File: src/rtl/digit_entry_buffer_pkg.sv
// Shared calculator datapath constants and the strobe-priority helper for the digit entry buffer.
package calc_pkg;

   localparam int DIGIT_W         = 4;
   localparam int DEPTH_DEFAULT   = 8;
   localparam int OVF_REJECT      = 0;
   localparam int OVF_DROP_OLDEST = 1;

   typedef enum logic [1:0] {
      OP_NONE,
      OP_CLR,
      OP_BKSP,
      OP_PUSH
   } op_e;

   // clr beats bksp beats push; lower-priority pulses in the same cycle are dropped.
   function automatic op_e pick_op(input logic clr_p, input logic bksp_p, input logic push_p);
      if (clr_p)       return OP_CLR;
      else if (bksp_p) return OP_BKSP;
      else if (push_p) return OP_PUSH;
      else             return OP_NONE;
   endfunction

endpackage

File: src/rtl/digit_entry_buffer_if.sv
// Key-strobe / digit-bus bundle between the key decoder and the digit entry buffer.
interface digit_entry_buffer_if
   import calc_pkg::*;
#(
   parameter int W     = DIGIT_W,
   parameter int DEPTH = DEPTH_DEFAULT
);
   localparam int CW = $clog2(DEPTH + 1);

   logic                 push;
   logic                 bksp;
   logic                 clr;
   logic [W-1:0]         data;
   logic [DEPTH*W-1:0]   digits;
   logic [CW-1:0]        count;
   logic                 empty;
   logic                 full;
   logic                 ovf;

   modport master (
      output push, bksp, clr, data,
      input  digits, count, empty, full, ovf
   );

   modport slave (
      input  push, bksp, clr, data,
      output digits, count, empty, full, ovf
   );

endinterface

File: src/rtl/digit_entry_buffer_strobe_sync.sv
// Two-flop synchroniser for an asynchronous key strobe, followed by a single-cycle rising-edge pulse.
module strobe_sync (
   input  logic clk,
   input  logic rst,
   input  logic strobe_i,
   output logic pulse_o
);

   logic sync1_q;
   logic sync2_q;
   logic prev_q;

   always_ff @(posedge clk or posedge rst) begin
      if (rst) begin
         sync1_q <= 1'b0;
         sync2_q <= 1'b0;
         prev_q  <= 1'b0;
      end else begin
         sync1_q <= strobe_i;
         sync2_q <= sync1_q;
         prev_q  <= sync2_q;
      end
   end

   assign pulse_o = sync2_q & ~prev_q;

endmodule

File: src/rtl/digit_entry_buffer.sv
// Keypad digit-entry shift register: push / backspace / clear with configurable full behaviour.
// Optional leading-zero suppression is enabled by defining DIGIT_ENTRY_LZS_EN.
module digit_entry_buffer
   import calc_pkg::*;
#(
   parameter int W        = DIGIT_W,
   parameter int DEPTH    = DEPTH_DEFAULT,
   parameter int OVF_MODE = OVF_REJECT
) (
   input logic                 clk,
   input logic                 rst,
   digit_entry_buffer_if.slave bus
);

   localparam int CW = $clog2(DEPTH + 1);

   logic [DEPTH-1:0][W-1:0] slot_q, slot_d;
   logic [CW-1:0]           count_q, count_d;
   logic                    ovf_q, ovf_d;

   logic push_p, bksp_p, clr_p;
   logic full_w;
   logic lz_skip;
   op_e  op;

   strobe_sync u_sync_push (.clk(clk), .rst(rst), .strobe_i(bus.push), .pulse_o(push_p));
   strobe_sync u_sync_bksp (.clk(clk), .rst(rst), .strobe_i(bus.bksp), .pulse_o(bksp_p));
   strobe_sync u_sync_clr  (.clk(clk), .rst(rst), .strobe_i(bus.clr),  .pulse_o(clr_p));

   assign op     = pick_op(clr_p, bksp_p, push_p);
   assign full_w = (count_q == CW'(DEPTH));

`ifdef DIGIT_ENTRY_LZS_EN
   assign lz_skip = (bus.data == '0) && (count_q == '0);
`else
   assign lz_skip = 1'b0;
`endif

   always_comb begin
      slot_d  = slot_q;
      count_d = count_q;
      ovf_d   = ovf_q;
      case (op)
         OP_CLR: begin
            slot_d  = '0;
            count_d = '0;
            ovf_d   = 1'b0;
         end
         OP_BKSP: begin
            if (count_q != '0) begin
               for (int unsigned i = 0; i < DEPTH - 1; i++) slot_d[i] = slot_q[i+1];
               slot_d[DEPTH-1] = '0;
               count_d         = count_q - CW'(1);
            end
         end
         OP_PUSH: begin
            if (!lz_skip) begin
               // Shifting when full in drop-oldest mode discards slot DEPTH-1 and keeps count at DEPTH.
               if (!full_w || (OVF_MODE == OVF_DROP_OLDEST)) begin
                  for (int unsigned i = DEPTH - 1; i > 0; i--) slot_d[i] = slot_q[i-1];
                  slot_d[0] = bus.data;
               end
               if (full_w) ovf_d   = 1'b1;
               else        count_d = count_q + CW'(1);
            end
         end
         default: ;
      endcase
   end

   always_ff @(posedge clk or posedge rst) begin
      if (rst) begin
         slot_q  <= '0;
         count_q <= '0;
         ovf_q   <= 1'b0;
      end else begin
         slot_q  <= slot_d;
         count_q <= count_d;
         ovf_q   <= ovf_d;
      end
   end

   assign bus.digits = slot_q;
   assign bus.count  = count_q;
   assign bus.empty  = (count_q == '0);
   assign bus.full   = full_w;
   assign bus.ovf    = ovf_q;

endmodule

File: src/flat_wrapper.sv
// flat-port wrapper written by rule: the top's interface ports become plain ports
module digit_entry_buffer_flat import calc_pkg::*;
#(
   parameter int W        = DIGIT_W,
   parameter int DEPTH    = DEPTH_DEFAULT,
   parameter int OVF_MODE = OVF_REJECT
)
  (clk, rst, bus_push, bus_bksp, bus_clr, bus_data, bus_digits, bus_count, bus_empty, bus_full, bus_ovf);
  digit_entry_buffer_if #(.W(W), .DEPTH(DEPTH)) bus_i ();
  input logic clk;
  input logic rst;
  input wire logic [$bits(bus_i.push)-1:0] bus_push;
  input wire logic [$bits(bus_i.bksp)-1:0] bus_bksp;
  input wire logic [$bits(bus_i.clr)-1:0] bus_clr;
  input wire logic [$bits(bus_i.data)-1:0] bus_data;
  output wire logic [$bits(bus_i.digits)-1:0] bus_digits;
  output wire logic [$bits(bus_i.count)-1:0] bus_count;
  output wire logic [$bits(bus_i.empty)-1:0] bus_empty;
  output wire logic [$bits(bus_i.full)-1:0] bus_full;
  output wire logic [$bits(bus_i.ovf)-1:0] bus_ovf;
  assign bus_i.push = bus_push;
  assign bus_i.bksp = bus_bksp;
  assign bus_i.clr = bus_clr;
  assign bus_i.data = bus_data;
  assign bus_digits = bus_i.digits;
  assign bus_count = bus_i.count;
  assign bus_empty = bus_i.empty;
  assign bus_full = bus_i.full;
  assign bus_ovf = bus_i.ovf;
  digit_entry_buffer #(.W(W), .DEPTH(DEPTH), .OVF_MODE(OVF_MODE)) u_core (.clk(clk), .rst(rst), .bus(bus_i));
endmodule
File: config.mk
export PLATFORM = sky130hd
export DESIGN_NAME = digit_entry_buffer_flat
export DESIGN_NICKNAME = d
export VERILOG_FILES = /design/src/rtl/digit_entry_buffer_pkg.sv /design/src/rtl/digit_entry_buffer_if.sv /design/src/rtl/digit_entry_buffer_strobe_sync.sv /design/src/rtl/digit_entry_buffer.sv /design/src/flat_wrapper.sv
export SDC_FILE = /design/constraint.sdc
export NUM_CORES = 1
export LEC_CHECK = 0
export BUFFER_PORTS_ARGS = -buffer_cell sky130_fd_sc_hd__buf_2
export CAP_MARGIN = 30
export CELL_PAD_IN_SITES_DETAIL_PLACEMENT = 1
export CELL_PAD_IN_SITES_GLOBAL_PLACEMENT = 2
export CORE_MARGIN = 4
export CORE_UTILIZATION = 38
export DETAILED_ROUTE_END_ITERATION = 8
export HOLD_SLACK_MARGIN = 0.15
export PLACE_DENSITY_LB_ADDON = 0.25
export SLEW_MARGIN = 20
export SYNTH_ARGS = -nofsm -noshare
export SYNTH_HDL_FRONTEND = slang
export SYNTH_SLANG_ARGS = --single-unit
File: constraint.sdc
create_clock -name clk -period 4.3 [get_ports clk]
set_input_delay 0.86 -clock clk [delete_from_list [all_inputs] [get_ports clk]]
set_output_delay 0.86 -clock clk [all_outputs]
set_load 0.005 [all_outputs]
==> Implementation_results.wiki, run 1 <==
{| class="wikitable"
! Metric !! Value
|-
| Total of cells resized after clock tree synthesis || 0
|-
| Synthesis Warnings || 0
|-
| Buffer depth of the longest clock path || 2
|-
| DRC viols || 0
|-
| Cell type with the highest aggregate area in the netlist || dfrtp_1
|-
| IR drop worst, VDD || 0.167 mV
|-
| Antenna violation net count after detailed routing || 0
|-
| Dpl hpwl || about 3.4 mm
|-
| Count of endpoints failing setup in the final report || 0
|-
| Via count || roughly 1500
|-
| Power per standard cell area || about 410 nW/µm²
|-
| Number of hold-repair buffers added at the cts stage || 0
|-
| Routed Wire Length || roughly 4.8 mm
|-
| Number of buffers created by CTS || 5
|-
| Tightest Pin Transition || between 0.9 and 1 ns
|-
| Cell with the most instances after synthesis || dfrtp_1
|-
| Leakage power || 1.33 nW
|-
| Maximum number of pins on one net before global-route repair || 47
|-
| Filler Cell Count || between 500 and 600
|-
| Clock tree skew after final layout || approximately 0.0040 ns
|-
| Finished Core Util || 46.9%
|-
| Gate count after technology mapping || 162
|-
| Pre-CTS WS || 1.67 ns
|-
| Final worst path period share || between 60% and 70%
|-
| Relative slew margins || 39.9%
|-
| Register-to-Register Path Depth || 9
|-
| Total gr overflow || 0
|-
| Path type of the worst min-delay path || flop to flop
|-
| Final setup margin || between 1.5 and 2 ns
|-
| Combinational power share || between 20% and 30%
|-
| Slowest stage cell on the critical path || nor2b_1
|-
| Number of sinks on the clock net || 46
|-
| Worst path required time || between 4 and 5 ns
|-
| Core region area || 5510 µm²
|-
| Fraction of the mapped netlist area in simple logic gates || about 9%
|-
| Total area of multi-input combinational cells || between 900 and 1000 µm²
|-
| Setup repair after global routing missed its margin || false
|-
| Vias in the first global route || ~1600
|-
| Share of synthesized registers carrying an async set or reset || 100%
|-
| Number of core rows || 27
|-
| Primary flip-flop cell chosen by synthesis mapping || dfrtp_1
|-
| Nature of the critical path startpoint || flop
|-
| Area growth, synth to finish || 20.5%
|-
| Clock transition at the registers of the reported paths || about 0.08 ns
|-
| Synth Net Count || roughly 170
|-
| Most common library cells after synthesis || 46 x dfrtp_1, 28 x a22o_1, 21 x mux2_2
|-
| H-tree depth reported by CTS || 2
|-
| Parity-gate share of the synthesized area counting xor and xnor cells || less than 1%
|-
| Number of antenna violations at the first check in global routing || 0
|-
| Wire length of the first global-routing pass || 8.18 mm
|-
| Switching component of the power || approximately 0.30 mW
|-
| Post-synthesis mux area share || 17.6%
|-
| Post-CTS setup buffers || 0
|-
| Area of all sequential standard cells || 1150 µm²
|-
| Highest net fanout along the worst path || 33
|-
| Vias per Instance || 5.30
|-
| Cell types with the largest area share after synthesis || dfrtp_1 54%, a22o_1 11%, mux2_2 11%, mux2_1 3.7%, mux2i_1 1.9%
|-
| Inserted Diodes || 0
|-
| Hold Violations, Final || 0
|-
| Max Clk Rate || ~380 MHz
|-
| Combined area of all synthesized cells || 2140 µm²
|-
| Adder and majority gate portion of the synthesized area || approximately 2.1%
|-
| Run status || completed
|-
| Initial standard-cell utilization of the core || between 30% and 40%
|-
| #FFs+latches synth || between 40 and 50
|-
| Number of library cell types mapped by synthesis || 29
|-
| Die width || roughly 83 µm
|-
| DR pass1 iterations || 4
|-
| Seq pwr share || between 40% and 50%
|-
| DIE HEIGHT || 83.1 µm
|-
| Count of nets after finishing || between 200 and 250
|-
| Weighted congestion reported at the end of routability-driven placement || around 0.72
|-
| Internal power || 0.767 mW
|-
| Max Transition Viols Final || 0
|-
| Max-capacitance violation count || 0
|-
| Number of enable-type register cells in the synthesized netlist || 0
|-
| Worst hold path cell count || 0
|-
| CTS tree || done
|-
| Post-DR wirelength/cell || ~17 µm
|-
| Category of the critical setup timing path || flop to flop
|-
| Clock root buffer master || clkbuf_8
|-
| Overall routing resource usage || about 15%
|-
| Fraction of layout cells with a size suffix above 1 || between 40 and 50%
|-
| Part of the Yosys area used for sequential elements || 53.7%
|-
| Clk_lat worst skew || 0.29 ns
|-
| Dominant combinational cell family by area after synthesis || multiplexers
|-
| Arrival time worst endpoint || 2.83 ns
|-
| Switching share of power || between 20% and 30%
|-
| Average cell area after synthesis || between 10 and 15 µm²
|-
| Die Outline Area || 6910 µm²
|-
| Max incr delay on CP || approximately 0.7 ns
|-
| Final min period || ~2.6 ns
|-
| Final TNS setup || 0 ns
|-
| Proportion of netlist area held by the largest area contributor || ~54%
|-
| Relative contribution of the clock network to total power || 30.2%
|-
| Critical path endpoint category || flop
|-
| Number of DRC violations after detailed-routing iteration 0 || 61
|-
| Fraction of the mapped netlist area in compound gates || a little over an eighth
|-
| Number of placed I/O pins || 48
|-
| PortBufs || 47
|-
| Chain of cells forming the critical path || nor2b_1 > nor3_4 > buf_4 > inv_1 > ha_1 > a21o_1 > a21oi_1 > mux4_2 > nor2_1
|}
-- stage by stage --
step / power [mW] / area [µm²] / cells / hold slack (ns)
detailed placement: 0.760 / 2450 / 275 / 0.336
global route: 1.13 / 2580 / 283 / 0.370
global placement: 0.743 / 2440 / 274 / 0.336
CTS: 1.09 / 2560 / 282 / 0.356
floorplan: 0.684 / 2140 / 162 / 0.331
finish: 1.07 / 2580 / 283 / 0.353
-- cell usage in the layout, fill, tap and decap left out, types with 2 or more instances in the layout --
cell type,n
a22o_1,28
buf_2,47
buf_4,2
clkbuf_8,6
dfrtp_1,46
ha_1,2
inv_1,6
mux2_1,7
mux2_2,21
mux2i_1,4
nand2_1,6
nand2b_1,3
nor2_1,4
nor2b_1,4
nor3_1,3
nor3_4,2
o21ai_0,3
-- critical path, delay by kind of cell (launching register included) --
| kind | cells | cell delay [ns] |
|---|---|---|
| buffers and inverters | 2 | 0.43 |
| and+or+nand+nor | 3 | 0.88 |
| adders and majority gates | 1 | 0.24 |
| muxes | 1 | 0.30 |
| DFF | 1 | 0.37 |
| AOI/OAI and AO/OA | 2 | 0.33 |
-- worst paths after layout --
| check | from | endpoint | slack, ns |
|---|---|---|---|
| max reg2reg | u_core.u_sync_clr.prev_q | u_core.bus.count[3] | 1.70 |
| min | u_core.u_sync_clr.sync1_q | u_core.u_sync_clr.sync2_q | 0.35 |
| min reg2reg | u_core.u_sync_clr.sync1_q | u_core.u_sync_clr.sync2_q | 0.35 |
| max in group asynchronous | rst | u_core.bus.digits[15] | 3.28 |
| max | u_core.u_sync_clr.prev_q | u_core.bus.count[3] | 1.70 |
| min in group asynchronous | rst | u_core.bus.digits[29] | 0.54 |
-- sequential cells by signal (all words and copies together), names as in the netlist --
register                    flops
u_core.u_sync_bksp.prev_q       1
u_core.bus.count                4
u_core.u_sync_bksp.sync1_q      1
u_core.u_sync_push.prev_q       1
u_core.u_sync_push.sync1_q      1
u_core.u_sync_clr.sync1_q       1
u_core.bus.ovf                  1
u_core.u_sync_clr.prev_q        1
u_core.bus.digits              32
u_core.u_sync_bksp.sync2_q      1
u_core.u_sync_clr.sync2_q       1
u_core.u_sync_push.sync2_q      1
-- logic make-up after synthesis --
logic type / Yosys count
simple gates: 28
buf+inv: 16
flops: 46
mux: 33
xor+xnor: 1
compound gates: 35
fa+ha+maj: 3
-- final cells by class --
| class | instances | share of cell area (%) |
|---|---|---|
| Sequential cell | 46 | 44.6 |
| Inverter | 7 | 1.02 |
| Multi-Input combinational cell | 100 | 35.5 |
| Clock buffer | 6 | 3.20 |
| Timing Repair Buffer | 51 | 11.0 |
| Clock inverter | 1 | 1.16 |
| Tap cell | 72 | 3.49 |
-- metal layers --
layer	global-route usage (%)	vias up	wire, µm
met2	24.6	29	2440
met1	18.2	774	2090
met5	0	-	0
li1	-	689	-
met3	4.46	7	221
met4	3.57	0	46
-- power by group through the flow --
stage | Combinational (mW) | Sequential (mW) | Clock, mW
global placement | 0.227 | 0.516 | 0
finish | 0.237 | 0.509 | 0.323
global route | 0.264 | 0.517 | 0.353
CTS | 0.242 | 0.510 | 0.335
floorplan | 0.175 | 0.510 | 0
detailed placement | 0.242 | 0.518 | 0
(Power assumes the default switching activity.)
==> run 2, diff against run 1 <==
Settings changed: ABC_AREA set to 1, CORE_UTILIZATION 38 to 31.
Clock period 4.3 ns to 2.72 ns, I/O delays scaled along.
==> Implementation_results.wiki, run 2 <==
{| class="wikitable"
! Metric !! Value
|-
| Most common library cells after synthesis || 88 x nand2_1, 46 x dfrtp_1, 36 x nand3_1
|-
| Gate count after technology mapping || 284 (+75%)
|-
| Max Clk Rate || 505 MHz (+32%)
|-
| Number of enable-type register cells in the synthesized netlist || 0 (unchanged)
|-
| Critical path endpoint category || flop
|-
| Number of buffers created by CTS || 5 (unchanged)
|-
| Cell type with the highest aggregate area in the netlist || dfrtp_1
|-
| Combined area of all synthesized cells || 2310 µm² (+7.6%)
|-
| Number of sinks on the clock net || 46 (unchanged)
|-
| Internal power || 1.25 mW (+63%)
|-
| Leading cell types in the layout, fill and taps excluded || 88 x nand2_1, 47 x buf_2, 46 x dfrtp_1
|-
| Number of DRC violations after detailed-routing iteration 0 || 65 (+6.6%)
|-
| Die Outline Area || 8890 µm² (+29%)
|-
| Total of cells resized after clock tree synthesis || 0 (unchanged)
|-
| Synthesis Warnings || 0 (unchanged)
|-
| DR pass1 iterations || 4 (unchanged)
|-
| Proportion of netlist area held by the largest area contributor || 49.9% (-3.8 points)
|-
| Run status || completed
|-
| Most Used Layer, Global Route || met2
|-
| Cell count after placement || 420 (+53%)
|-
| Setup repair after global routing missed its margin || false
|-
| Relative slew margins || 45.9% (+6.0 points)
|-
| Via count || 1944 (+30%)
|-
| IR drop worst, VDD || 0.273 mV (+63%)
|-
| Routed Wire Length || 5.96 mm (+24%)
|-
| Seq pwr share || 43.5% (-4.1 points)
|-
| Vias per Instance || 4.54 (-14%)
|-
| Combinational power share || 21.1% (-1.1 points)
|-
| Relative contribution of the clock network to total power || 35.4% (+5.2 points)
|-
| Count of placed standard cells in the final layout, fillers left out || 428 (+51%)
|-
| Overall routing resource usage || 14.6% (+0.043 points)
|-
| Final min period || 1.98 ns (-0.624 ns)
|-
| Average cell area after synthesis || 8.13 µm² (-39%)
|-
| Wire length of the first global-routing pass || 10.3 mm (+26%)
|-
| Met1 Usage GRT || 20.0% (+1.8 points)
|-
| Category of the critical setup timing path || flop to flop
|-
| Cell types with the largest area share after synthesis || dfrtp_1 50%, nand2_1 14%, nand3_1 7.8%, inv_1 5.4%, o22ai_1 4.3%
|-
| Post-DR wirelength/cell || 13.9 µm (-18%)
|-
| Worst path required time || 2.92 ns (-1.60 ns)
|-
| Clk_lat worst skew || 0.30 ns (about the same)
|-
| Maximum number of pins on one net before global-route repair || 47 (unchanged)
|-
| Filler Cell Count || 918 (+57%)
|-
| #FFs+latches synth || 46 (unchanged)
|-
| Area growth, synth to finish || 18.9%
|-
| PortBufs || 47 (unchanged)
|-
| Path type of the worst min-delay path || input port to flop
|-
| Area of all sequential standard cells || 1150 µm² (unchanged)
|-
| Switching share of power || 30.2% (+1.9 points)
|-
| Fraction of layout cells with a size suffix above 1 || 24.6% (-17 points)
|-
| Worst hold path cell count || 1 (+1)
|-
| Number of antenna violations at the first check in global routing || 0 (unchanged)
|-
| Met3 demand-to-capacity share in global routing || 2.48% (-2.0 points)
|-
| Most common library cell in the layout ignoring fill and taps || nand2_1
|-
| Max Transition Viols Final || 0 (unchanged)
|-
| Number of placed I/O pins || 48 (unchanged)
|-
| Nature of the critical path startpoint || flop
|-
| Total gr overflow || 0 (unchanged)
|-
| Clock transition at the registers of the reported paths || 0.09 ns (about the same)
|-
| Number of hold-repair buffers added at the cts stage || 0 (unchanged)
|-
| Hold Violations, Final || 0 (unchanged)
|-
| Final TNS setup || 0 ns (unchanged)
|-
| Dpl hpwl || 4.18 mm (+22%)
|-
| Clock tree skew after final layout || 0.00820 ns (+0.00422 ns)
|-
| Primary flip-flop cell chosen by synthesis mapping || dfrtp_1
|-
| Count of endpoints failing setup in the final report || 0 (unchanged)
|-
| Post-CTS setup buffers || 0 (unchanged)
|-
| Leakage power || 1.46 nW (+9.8%)
|-
| Inserted Diodes || 0 (unchanged)
|-
| Count of nets after finishing || 340 (+52%)
|-
| Core region area || 7250 µm² (+32%)
|-
| Part of the Yosys area used for sequential elements || 49.9% (-3.8 points)
|-
| DIE HEIGHT || 94.3 µm (+13%)
|-
| CTS tree || done
|-
| Max-capacitance violation count || 0 (unchanged)
|-
| Share of synthesized registers carrying an async set or reset || 100% (unchanged)
|-
| Buffer depth of the longest clock path || 2 (unchanged)
|-
| Cell with the most instances after synthesis || nand2_1
|-
| Vias in the first global route || 2063 (+29%)
|-
| Switching component of the power || 0.540 mW (+78%)
|-
| H-tree depth reported by CTS || 2 (unchanged)
|-
| Die width || 94.3 µm (+13%)
|-
| Final worst path period share || 72.8% (+12 points)
|-
| Number of core rows || 31 (+15%)
|-
| Met2 track demand over resource in global routing || 23.8% (-0.88 points)
|-
| DRC viols || 0 (unchanged)
|-
| Arrival time worst endpoint || 2.18 ns (-0.65 ns)
|-
| Clock root buffer master || clkbuf_8
|-
| Number of flip-flops in the largest register || 32 (unchanged)
|-
| Number of library cell types mapped by synthesis || 26 (-10%)
|-
| Weighted congestion reported at the end of routability-driven placement || 0.722 (about the same)
|-
| Power per standard cell area || 652 nW/µm² (+58%)
|-
| Tightest Pin Transition || 0.810 ns (-0.0905 ns)
|-
| Initial standard-cell utilization of the core || 31.8% (-7.1 points)
|-
| Highest net fanout along the worst path || 21 (-36%)
|-
| Antenna violation net count after detailed routing || 0 (unchanged)
|-
| Synth Net Count || 296 (+70%)
|-
| Register-to-Register Path Depth || 9 (unchanged)
|-
| Total area of multi-input combinational cells || 916 µm² (-0.27%)
|}
[run 2: layout make-up]
type                       instances  share of cell area (%)
clock buffer                       6                    3.01
clock inverter                     2                    2.19
inverter                          38                    5.29
multi-input combinational        186                    33.4
sequential                        46                    42.0
tap                               99                    4.51
timing repair buffer              51                    9.67
[run 2: cells by family after synthesis]
family | count (synthesis) | share of synthesized area [%]
xor+xnor | 1 | 0.379
simple gates | 148 | 28.5
buf+inv | 52 | 10.5
flops | 46 | 49.9
fa+ha+maj | 3 | 1.95
compound gates | 34 | 8.83
[run 2: stage by stage]
step                hold WS, ns  utilization [%]  setup WS, ns  cell area [µm²]  power [mW]
floorplan                 0.331                -         0.979             2310        1.07
global placement          0.331             35.9         0.794             2600        1.17
detailed placement        0.336             35.9         0.737             2600        1.18
CTS                       0.335             37.8         0.717             2740        1.83
global route              0.326             37.8         0.487             2740        1.91
finish                    0.349             37.8         0.739             2740        1.79
[run 2: routing by layer]
layer  part of all wire [%]  vias to the layer above
met1                     49                      922
li1                       -                      983
met2                     47                       32
met4                   0.89                        0
met3                    3.4                        7
met5                      0                        -
[run 2: path summary, 6_finish.rpt]
kind | from | to | slack (ns)
setup reg to reg | u_core.u_sync_push.prev_q | u_core.bus.count[3] | 0.74
hold / removal | bus_push | u_core.u_sync_push.sync1_q | 0.35
setup / recovery | u_core.u_sync_push.prev_q | u_core.bus.count[3] | 0.74
hold reg to reg | u_core.u_sync_clr.sync1_q | u_core.u_sync_clr.sync2_q | 0.35
min in group asynchronous | rst | u_core.bus.digits[6] | 0.38
max in group asynchronous | rst | u_core.bus.digits[22] | 1.93
[run 2: worst max-delay path, stage by stage (launching register included)]
cell and delay (ns):
dfrtp_1 0.39, nor2_1 0.16, nand3_2 0.37, ha_1 0.44
nand2_1 0.06, nand2_1 0.07, a21oi_1 0.15, nand3_1 0.09
nand3_1 0.10, nand2_1 0.06
[run 2: power by group through the flow]
stage	Clock (mW)	Sequential (mW)	Combinational, mW
floorplan	0	0.786	0.282
global placement	0	0.793	0.374
detailed placement	0	0.794	0.385
CTS	0.655	0.782	0.389
global route	0.684	0.788	0.435
finish	0.633	0.779	0.378
==> run 3, diff against run 2 <==
Clock period 2.72 ns to 1.9 ns, I/O delays scaled along.
==> Implementation_results.wiki, run 3 (synthesis results as in run 2) <==
{| class="wikitable"
! Metric !! Value
|-
| Maximum number of pins on one net before global-route repair || 47 (unchanged)
|-
| Post-DR wirelength/cell || 13.9 µm (-0.23%)
|-
| Max Transition Viols Final || 0 (unchanged)
|-
| Final hold slack || 0.179 ns (-0.169 ns)
|-
| Seq pwr share || 47.7% (+4.2 points)
|-
| Area growth, synth to finish || 18.9% (about the same)
|-
| Number of antenna violations at the first check in global routing || 0 (unchanged)
|-
| Relative contribution of the clock network to total power || 27.5% (-7.9 points)
|-
| PortBufs || 47 (unchanged)
|-
| Via count || 1975 (+1.6%)
|-
| Number of buffers created by CTS || 5 (unchanged)
|-
| Chain of cells forming the critical path || nor2_1 > nand3_2 > o21ai_2 > inv_4 > nand2_8 > nand2_1 > nand2_1
|-
| Final setup margin || 0.222 ns (-0.518 ns)
|-
| Total area of multi-input combinational cells || 916 µm² (unchanged)
|-
| H-tree depth reported by CTS || 2 (unchanged)
|-
| Number of flip-flops in the largest register || 32 (unchanged)
|-
| Routed Wire Length || 6.01 mm (+0.94%)
|-
| Weighted congestion reported at the end of routability-driven placement || 0.745 (+3.2%)
|-
| Clock root buffer master || clkbuf_8
|-
| Leading cell types in the layout, fill and taps excluded || 88 x nand2_1, 47 x buf_2, 46 x dfrtp_1
|-
| Wire length of the first global-routing pass || 10.1 mm (-1.5%)
|-
| Post-CTS setup buffers || 0 (unchanged)
|-
| Count of nets after finishing || 345 (+1.5%)
|-
| Leakage power || 1.46 nW (+0.29%)
|-
| Combinational power share || 24.8% (+3.7 points)
|-
| Count of endpoints failing setup in the final report || 0 (unchanged)
|-
| Clk_lat worst skew || 0.30 ns (about the same)
|-
| Critical path endpoint category || flop
|-
| DIE HEIGHT || 94.3 µm (unchanged)
|-
| Hold Violations, Final || 0 (unchanged)
|-
| Total gr overflow || 0 (unchanged)
|-
| Number of DRC violations after detailed-routing iteration 0 || 87 (+34%)
|-
| Antenna violation net count after detailed routing || 0 (unchanged)
|-
| Max-capacitance violation count || 0 (unchanged)
|-
| Final min period || 1.68 ns (-0.302 ns)
|-
| Die width || 94.3 µm (unchanged)
|-
| Nature of the critical path startpoint || flop
|-
| DR pass1 iterations || 3 (-1)
|-
| Area of all sequential standard cells || 1150 µm² (unchanged)
|-
| Clock transition at the registers of the reported paths || 0.09 ns (about the same)
|-
| Dpl hpwl || 4.14 mm (-0.99%)
|-
| Category of the critical setup timing path || flop to flop
|-
| Flop-to-flop setup slack || 0.22 ns (-0.52 ns)
|-
| Arrival time worst endpoint || 1.93 ns (-0.25 ns)
|-
| Total of cells resized after clock tree synthesis || 0 (unchanged)
|-
| Slowest stage cell on the critical path || dfrtp_1
|-
| Highest net fanout along the worst path || 36 (+71%)
|-
| Most common library cell in the layout ignoring fill and taps || nand2_1
|-
| DRC viols || 0 (unchanged)
|-
| Finished Core Util || 37.8% (about the same)
|-
| Final worst path period share || 88.3% (+16 points)
|-
| Pre-CTS WS || 0.216 ns (-0.521 ns)
|-
| Worst path required time || 2.15 ns (-0.77 ns)
|-
| Relative slew margins || 75.7% (+30 points)
|-
| Run status || completed
|-
| Internal power || 1.55 mW (+24%)
|-
| Number of sinks on the clock net || 46 (unchanged)
|-
| Switching share of power || 33.2% (+3.1 points)
|-
| Switching component of the power || 0.770 mW (+43%)
|-
| Overall routing resource usage || 14.6% (-0.043 points)
|-
| Power per standard cell area || 843 nW/µm² (+29%)
|-
| Vias in the first global route || 1989 (-3.6%)
|-
| Fraction of layout cells with a size suffix above 1 || 25.1% (+0.53 points)
|-
| Number of core rows || 31 (unchanged)
|-
| Buffer depth of the longest clock path || 2 (unchanged)
|-
| Path type of the worst min-delay path || input port to flop
|-
| Core region area || 7250 µm² (unchanged)
|-
| CTS tree || done
|-
| Tightest Pin Transition || 0.364 ns (-0.446 ns)
|-
| Final TNS setup || 0 ns (unchanged)
|-
| Number of hold-repair buffers added at the cts stage || 1 (+1)
|-
| IR drop worst, VDD || 0.330 mV (+21%)
|-
| Inserted Diodes || 0 (unchanged)
|-
| Vias per Instance || 4.56 (+0.42%)
|-
| Die Outline Area || 8890 µm² (unchanged)
|-
| Max incr delay on CP || 0.40 ns (-0.04 ns)
|-
| Clock tree skew after final layout || 0.0104 ns (+0.00223 ns)
|-
| Max Clk Rate || 596 MHz (+18%)
|-
| Number of placed I/O pins || 48 (unchanged)
|-
| Filler Cell Count || 933 (+1.6%)
|-
| Setup repair after global routing missed its margin || false
|-
| Initial standard-cell utilization of the core || 31.8% (unchanged)
|-
| Library cell appearing most often on the critical path || nand2_1
|}
[run 3: cell count changes in the layout (fill, tap and decap cells not counted), sizes merged]
cell,delta
buf,+4
bufinv,-2
clkbuf,+1
clkinv,+1
dlygate4sd3,+1
[run 3: worst max-delay path: cells and delay by family, from the launching register on]
family	cells	cell delay [ns]
simple gates	5	0.81
flops	1	0.40
compound gates	1	0.25
buf+inv	1	0.15
[run 3: worst paths after layout]
path | from | endpoint | depth (start not counted)
worst max register to register | u_core.u_sync_push.prev_q | u_core.bus.digits[2] | 7
worst max-delay path | u_core.u_sync_push.prev_q | u_core.bus.digits[2] | 7
worst min-delay path | bus_bksp | u_core.u_sync_bksp.sync1_q | 1
worst min register to register | u_core.u_sync_clr.sync1_q | u_core.u_sync_clr.sync2_q | 0
min in group asynchronous | rst | u_core.u_sync_clr.sync1_q | 4
max in group asynchronous | rst | u_core.bus.digits[25] | 4
[run 3: final cells by class]
class / instances / area share (%)
clock inverter: 1 / 0.182
clock buffer: 7 / 3.14
sequential: 46 / 41.9
timing repair buffer: 56 / 11.6
inverter: 38 / 5.29
multi-input combinational: 186 / 33.4
tap: 99 / 4.51
[run 3: stage by stage]
stage / area (µm²) / std cells / total power, mW
2_1_floorplan: 2310 / 284 / 1.53
3_3_place_gp: 2640 / 424 / 1.71
3_5_place_dp: 2640 / 424 / 1.71
4_1_cts: 2750 / 433 / 2.35
5_1_grt: 2750 / 433 / 2.47
6_report: 2750 / 433 / 2.31
[run 3: layer usage]
metal	global-route usage (%)	vias to the layer above	part of all wire, %
met4	3.97	0	1.3
met2	22.4	32	44
met3	3.37	6	3.2
met1	20.5	942	51
met5	0	-	0
li1	-	995	-
[run 3: power by group through the flow]
| stage | logic, mW | clock network [mW] | registers, mW |
|---|---|---|---|
| 6_report | 0.574 | 0.636 | 1.10 |
| 2_1_floorplan | 0.404 | 0 | 1.12 |
| 4_1_cts | 0.590 | 0.657 | 1.11 |
| 3_3_place_gp | 0.583 | 0 | 1.12 |
| 3_5_place_dp | 0.587 | 0 | 1.12 |
| 5_1_grt | 0.661 | 0.689 | 1.12 |
